===== config.mk =====
export PLATFORM = sky130hd
export DESIGN_NAME = spi_slave
export DESIGN_NICKNAME = d
export VERILOG_FILES = /design/src/rtl/spi_slave.sv
export SDC_FILE = /design/constraint.sdc
export NUM_CORES = 1
export LEC_CHECK = 0
export ABC_AREA = 0
export ABC_CLOCK_PERIOD_IN_PS = 12300
export CAP_MARGIN = 30
export CORE_ASPECT_RATIO = 1.25
export CORE_MARGIN = 2
export CORE_UTILIZATION = 45
export CTS_BUF_LIST = sky130_fd_sc_hd__clkbuf_4 sky130_fd_sc_hd__clkbuf_8
export CTS_CLUSTER_DIAMETER = 120
export DETAILED_ROUTE_END_ITERATION = 12
export GPL_ROUTABILITY_DRIVEN = 0
export SYNTH_ARGS = -nofsm -noshare
export SYNTH_HDL_FRONTEND = slang
export SYNTH_SLANG_ARGS = --single-unit

===== constraint.sdc =====
create_clock -name clk -period 12.3 [get_ports clk]
set_clock_uncertainty 0.15 [all_clocks]
set_input_delay 1.845 -clock clk [delete_from_list [all_inputs] [get_ports clk]]
set_output_delay 1.845 -clock clk [all_outputs]
set_load 0.02 [all_outputs]

===== src/rtl/spi_slave.sv =====
// spi_slave: SPI command bridge that issues TCM reads/writes and releases the core
module spi_slave #(
    parameter int FRAME_BITS = 72
) (
    input  logic        clk,
    input  logic        rst,
    input  logic        sclk,
    input  logic        cs,
    input  logic        mosi,
    output logic        miso,
    output logic        start_flag,
    input  logic [31:0] data_rd_i,
    input  logic        mem_accept,
    input  logic        mem_ack,
    output logic        data_rd_en_o,
    output logic [31:0] data_adr_o,
    output logic [31:0] data_wr_o,
    output logic [3:0]  data_wr_en_o
);
    localparam logic [1:0] IDLE     = 2'd0;
    localparam logic [1:0] REQ      = 2'd1;
    localparam logic [1:0] WAIT_ACK = 2'd2;

    logic [2:0]            sclk_q;
    logic [1:0]            cs_q, mosi_q;
    logic [FRAME_BITS-1:0] rx, tx, pend_frame, new_frame, ex;
    logic [6:0]            cnt;
    logic [1:0]            state;
    logic                  pend, is_rd, rise, fall, sel, done, ex_go, is_mem;
    logic [7:0]            cmd;

    assign rise      = sclk_q[1] & ~sclk_q[2];
    assign fall      = ~sclk_q[1] & sclk_q[2];
    assign sel       = ~cs_q[1];
    assign new_frame = {mosi_q[1], rx[FRAME_BITS-1:1]};
    assign done      = rise & sel & (cnt == 7'(FRAME_BITS - 1));
    assign ex_go     = (state == IDLE) & (pend | done);
    assign ex        = pend ? pend_frame : new_frame;
    assign cmd       = ex[FRAME_BITS-1 -: 8];
    assign is_mem    = (cmd == 8'hF0) | (cmd == 8'h0F);
    assign miso      = tx[FRAME_BITS-1];

    // Pin synchronizers; sclk keeps a third stage for edge detection
    always_ff @(posedge clk or posedge rst) begin
        if (rst) begin
            sclk_q <= '0;
            cs_q   <= '1;
            mosi_q <= '0;
        end else begin
            sclk_q <= {sclk_q[1:0], sclk};
            cs_q   <= {cs_q[0], cs};
            mosi_q <= {mosi_q[0], mosi};
        end
    end

    // LSB-first receive shifter and bit counter; cs high discards a partial frame
    always_ff @(posedge clk or posedge rst) begin
        if (rst) begin
            rx  <= '0;
            cnt <= '0;
        end else if (!sel) begin
            cnt <= '0;
        end else if (rise) begin
            rx  <= new_frame;
            cnt <= done ? 7'd0 : cnt + 7'd1;
        end
    end

    // One-deep queue for frames that complete while a transaction is in flight
    always_ff @(posedge clk or posedge rst) begin
        if (rst) begin
            pend       <= 1'b0;
            pend_frame <= '0;
        end else if (done && !(state == IDLE && !pend)) begin
            pend       <= 1'b1;
            pend_frame <= new_frame;
        end else if (state == IDLE) begin
            pend <= 1'b0;
        end
    end

    // Memory request FSM; enables drop on accept, completion waits for ack
    always_ff @(posedge clk or posedge rst) begin
        if (rst) begin
            state        <= IDLE;
            is_rd        <= 1'b0;
            start_flag   <= 1'b0;
            data_rd_en_o <= 1'b0;
            data_wr_en_o <= '0;
            data_adr_o   <= '0;
            data_wr_o    <= '0;
        end else if (state == IDLE) begin
            if (ex_go && cmd == 8'hFF) start_flag <= 1'b1;
            if (ex_go && is_mem) begin
                state        <= REQ;
                is_rd        <= cmd == 8'h0F;
                data_rd_en_o <= cmd == 8'h0F;
                data_adr_o   <= ex[63:32];
                if (cmd == 8'hF0) begin
                    data_wr_o    <= ex[31:0];
                    data_wr_en_o <= 4'hF;
                end
            end
        end else if (state == REQ) begin
            if (mem_accept) begin
                state        <= WAIT_ACK;
                data_rd_en_o <= 1'b0;
                data_wr_en_o <= '0;
            end
        end else if (mem_ack) begin
            state <= IDLE;
        end
    end

    // MSB-first transmit register; the fall after a frame's last bit is not shifted so a fresh response survives
    always_ff @(posedge clk or posedge rst) begin
        if (rst) tx <= '0;
        else if (state == WAIT_ACK && mem_ack)
            tx <= {is_rd ? 8'h0F : 8'hF0, data_adr_o, is_rd ? data_rd_i : data_wr_o};
        else if (ex_go && !is_mem) tx <= (cmd == 8'hFF) ? ex : '0;
        else if (fall && sel && |cnt) tx <= tx << 1;
    end
endmodule


---- Word-level counts from Yosys, hierarchy flattened ----
Cells that the tools add are included.
operators by class
  bitwise logic cells ..................... 10
  reductions and logical operators ........ 26
  multiplexer cells ....................... 26
  eq/ne operators ......................... 9
  add/subtract/negate cells ............... 1
operators with widths
  operator                                              count
  2-to-1 mux 72 bit                                     5
  2-to-1 mux 32 bit                                     1
  2-to-1 mux 7 bit                                      3
  2-to-1 mux 4 bit                                      5
  equality test 8 bit (second input constant)           2
  2-to-1 mux 2 bit                                      5
  AND reduction 3 bit                                   3
  equality test 8 x 4 -> 1 bit (second input constant)  1
  logical AND 1 bit                                     8
  2-to-1 mux 8 bit                                      1
  nonzero test 2 bit                                    4
  adder 7 x 1 -> 7 bit (second input constant)          1
  equality test 7 bit (second input constant)           1
  OR reduction 7 bit                                    1
  2-to-1 mux 1 bit                                      6
  AND reduction 2 bit                                   3
  nonzero test 3 bit                                    2
  AND 1 bit                                             5
  AND reduction 4 bit                                   1
  zero test 1 bit                                       3
  inequality test 3 bit (second input constant)         1
  inverter 1 bit                                        3
  equality test 2 x 1 -> 1 bit (second input constant)  1
  equality test 2 bit (second input constant)           1
  4 further kinds                                       5
storage, ports and cells
  register bits ........................... 304
  output and inout bits ................... 71
  input bits .............................. 39

---- Depth between registers and ports, before layout ----
  word-level depth ........................ 9
  gate-level depth with buffers ........... 10

---- Least setup slack after synthesis ----
Ideal clock, no wire load.
  path type ............................... in2reg
  start ................................... input mem_ack
  end ..................................... register tx[10]
  data arrival time ....................... 3.233 ns
  stages on the path ...................... 7
  path buffers ............................ 2
  path slack .............................. 8.851 ns
  path through ............................ nand2_1 -> nor2_1 -> a31oi_1 -> o21ai_1 -> clkbuf_1 -> clkbuf_1 -> o32a_1
on the way
  cells in the longest elaborated chain, start to end .. 2
  elaborated cells on any way between the ends .. 3
  those cells by class .................... 1 x mux; 2 x reduce/logical
ends and longest elaborated chain
  element                                                            line  text
  from (decl)                                                        14    input logic mem_ack,
  logical AND 1 bit *                                                118   else if (state == WAIT_ACK && mem_ack)
  nonzero test 3 bit (no line) or 2-to-1 mux 72 bit (tied branches)  --
  to (signal assigned)                                               119   tx <= {is_rd ? 8'h0F : 8'hF0, data_adr_o, is_rd ? data_rd_i : data_wr_o};
  to (signal assigned)                                               120   else if (ex_go && !is_mem) tx <= (cmd == 8'hFF) ? ex : '0;
  to (signal assigned)                                               121   else if (fall && sel && |cnt) tx <= tx << 1;
  to (decl)                                                          26    logic [FRAME_BITS-1:0] rx, tx, pend_frame, new_frame, ex;
Mark *: on every way between the ends. The rest lies on a longest branch, timed or not.
A chain may end at the register's enable or synchronous reset.

---- Final worst setup path ----
  start ................................... input mem_ack
  end ..................................... register tx[29]
Same word-level chain as after synthesis.

==> flow_metrics.py <==
metrics = {
    "outcome": {
        "status": "finished clean",
    },
    "worst_setup_path": {
        "start_kind": "primary input",
        "worstPathMaxFanout": 62,
        "r2r_start": "pend$_DFFE_PP0P_",
        "critPathRequiredTime_ns": 12.60,
        "crit_path_end_kind": "register",
        "crit_start": "mem_ack",
        "cp.arrival_ns": 4.69,
        "path_class": "primary input to register",
    },
    "routing": {
        "vias": 9284,
        "drc": 0,
        "ant_nets": 0,
        "wire_per_inst_um": 17.8,
        "drtPass1Iterations": 5,
        "drt_first_iter_violations": 492,
        "drt-total-wl_mm": 29.8,
        "vias_per_cell": 5.54,
    },
    "cells_and_area": {
        "layout-drive-gt1-share_pct": 22.3,
        "syn_to_final_growth_pct": 17.6,
        "fin_nets": 1289,
        "stdcell_area_um2": 15800,
        "final_cells": 1676,
        "diodes": 0,
    },
    "sta": {
        "setup_viol": 0,
        "rsz0062_at_grt": "false",
        "fmax_mhz": 228,
        "finalSetupTns_ns": 0,
        "worst_pin_slew_ns": 0.916,
        "max_slew_margin_pct": 38.9,
        "hold_viol": 0,
        "fin_crit_ns": 4.39,
        "drv_slew": 0,
        "fin_crit_sh_pct": 35.7,
    },
    "cts": {
        "cts_hold_buf": 0,
        "cts_buffers": 48,
        "cts-root-buf": "clkbuf_8",
        "clk_pin_slew_ns": 0.06,
        "cts_setup_buffers": 0,
        "clk_path_buf_depth": 3,
        "clkLatencyLatePin_ns": 0.58,
        "ctsResizeCount": 0,
        "cts_sinks": 300,
        "cts_tree": "yes",
        "htreeDepth": 2,
    },
    "floorplanning": {
        "die_y_um": 197,
        "rows": 70,
        "start_util_pct": 45.7,
        "dieArea_um2": 31200,
        "ios": 110,
        "die_w_um": 158,
        "core_area_um2": 29300,
    },
    "worst_hold_path": {
        "min_from": "sclk_q[0]$_DFF_PP0_",
        "min_path_type": "register to register",
    },
    "placed_design": {
        "io_buffers": 109,
        "dp.cells": 1594,
        "dpl.hpwl_mm": 17.6,
        "placed_area_um2": 14800,
    },
    "yosys": {
        "synth.top_cell.area_share_pct": 55.6,
        "syn_inst": 1168,
        "yosysUniqueCellTypes": 44,
        "synth_seq_cells": 300,
        "syn_area_um2": 13400,
        "ys.flop_type": "dfrtp_1",
        "synth_warnings": 0,
        "postSynth.asyncResetShare_pct": 100,
        "synth_edf_count": 0,
        "seq_area_frac_synth_pct": 56.0,
        "syn_area_per_cell_um2": 11.5,
        "postSynthNetCount": 1209,
        "synthTopCellsByArea": "dfrtp_1, mux2_2, o21ai_0",
        "synth_top_area_cell": "dfrtp_1",
    },
    "pwr": {
        "p_leak_uw": 0.00681,
        "vdd_drop_max_uv": 76.3,
        "power.density_nw_per_um2": 137,
    },
    "global_route": {
        "antenna_found_initial": 0,
        "grt_pass1_vias": 9474,
        "gr-total-overflow": 0,
        "grt_max_degree": 114,
        "grt_first_pass_wirelength_mm": 49.8,
        "grt_usage_pct": 19.8,
    },
    "job": {
        "maxCapViolCount": 0,
    },
}
==> cell usage in the layout (no fill, tap or decap), types with 31 or more instances in the layout <==
master / n
dfrtp_1: 296
clkdlybuf4s50_1: 109
and3_1: 33
nand2_1: 169
o32a_1: 31
a221oi_1: 32
clkbuf_8: 54
o21ai_0: 147
nor3_1: 32
mux2i_1: 71
mux2_2: 169
==> synthesized netlist by cell type (all sizes together), types with 3 or more instances <==
cell type	number
nor2	7
o21ai	155
nand3	9
nand2b	3
a21oi	18
buf	21
or3	4
and3	33
a221oi	32
mux2	169
clkbuf	74
inv	4
nor3	32
mux2i	71
and2	3
nand2	171
or2	4
nand4	5
dfrtp	298
o32a	31
==> report_power, final <==
group          internal [µW]  total [µW]  switching, µW
Sequential              1070        1130           56.4
Clock                    469         852            383
Combinational            106         186           80.3
Total                   1650        2170            520
==> worst paths after layout <==
| path | endpoint | slack [ns] | cells after the start |
|---|---|---|---|
| min in group asynchronous | data_wr_o[9]$_DFFE_PP0P_ | 1.69 | 2 |
| max in group asynchronous | tx[67]$_DFFE_PP0P_ | 8.83 | 3 |
| setup / recovery | tx[29]$_DFFE_PP0P_ | 7.91 | 9 |
| hold / removal | sclk_q[1]$_DFF_PP0_ | 0.20 | 0 |
| setup reg to reg | tx[29]$_DFFE_PP0P_ | 8.68 | 6 |
| hold reg to reg | sclk_q[1]$_DFF_PP0_ | 0.20 | 0 |
==> layer usage <==
metal / global-route usage [%] / vias to the layer above / share of wire (%)
li1: - / 4369 / -
met3: 3.31 / 51 / 4.3
met2: 33.1 / 194 / 48
met4: 6.27 / 0 / 2.1
met5: 0 / - / 0
met1: 26.5 / 4670 / 45
==> sequential cells by signal, summed over array words and instances (netlist names) <==
register      flops
cnt               7
cs_q              2
data_adr_o       32
data_rd_en_o      1
data_wr_en_o      1
data_wr_o        32
is_rd             1
mosi_q            2
pend              1
pend_frame       72
rx               71
sclk_q            3
start_flag        1
state             2
tx               72
==> cells by family after synthesis <==
group / Yosys count / synth area share, %
flip-flops: 300 / 56.0
XOR/XNOR: 1 / 0.0653
buffers and inverters: 99 / 3.34
AO/OA/AOI/OAI: 245 / 11.4
adder cells (fa/ha/maj): 2 / 0.187
AND/OR/NAND/NOR: 281 / 9.56
multiplexers: 240 / 19.5
==> per-stage QoR <==
step                power [µW]  hold slack [ns]  utilization, %  setup WS, ns
CTS                       2200            0.206            53.8          7.97
global placement          1330            0.182            50.2          7.44
detailed placement        1330            0.190            50.5          7.36
floorplan                 1270            0.181               -          2.02
global route              2280            0.213            53.8          7.69
finish                    2170            0.203            53.8          7.91
==> critical path, stage by stage <==
cell,delay (ns)
clkdlybuf4s50_1,0.49
nand2_1,0.10
nor2_2,0.10
buf_4,0.38
a31oi_1,0.18
o21ai_4,0.37
buf_4,0.61
o21ai_0,0.22
o32a_1,0.32
==> area by class of cell <==
class | instances | area (µm²)
clock inverter | 5 | 31.3
clock buffer | 77 | 916
tap | 396 | 495
inverter | 4 | 22.5
sequential | 300 | 7510
timing repair buffer | 125 | 1280
fill | 2558 | 13600
multi-input combinational | 769 | 5510
No activity file was read; power rests on OpenSTA's default activity.
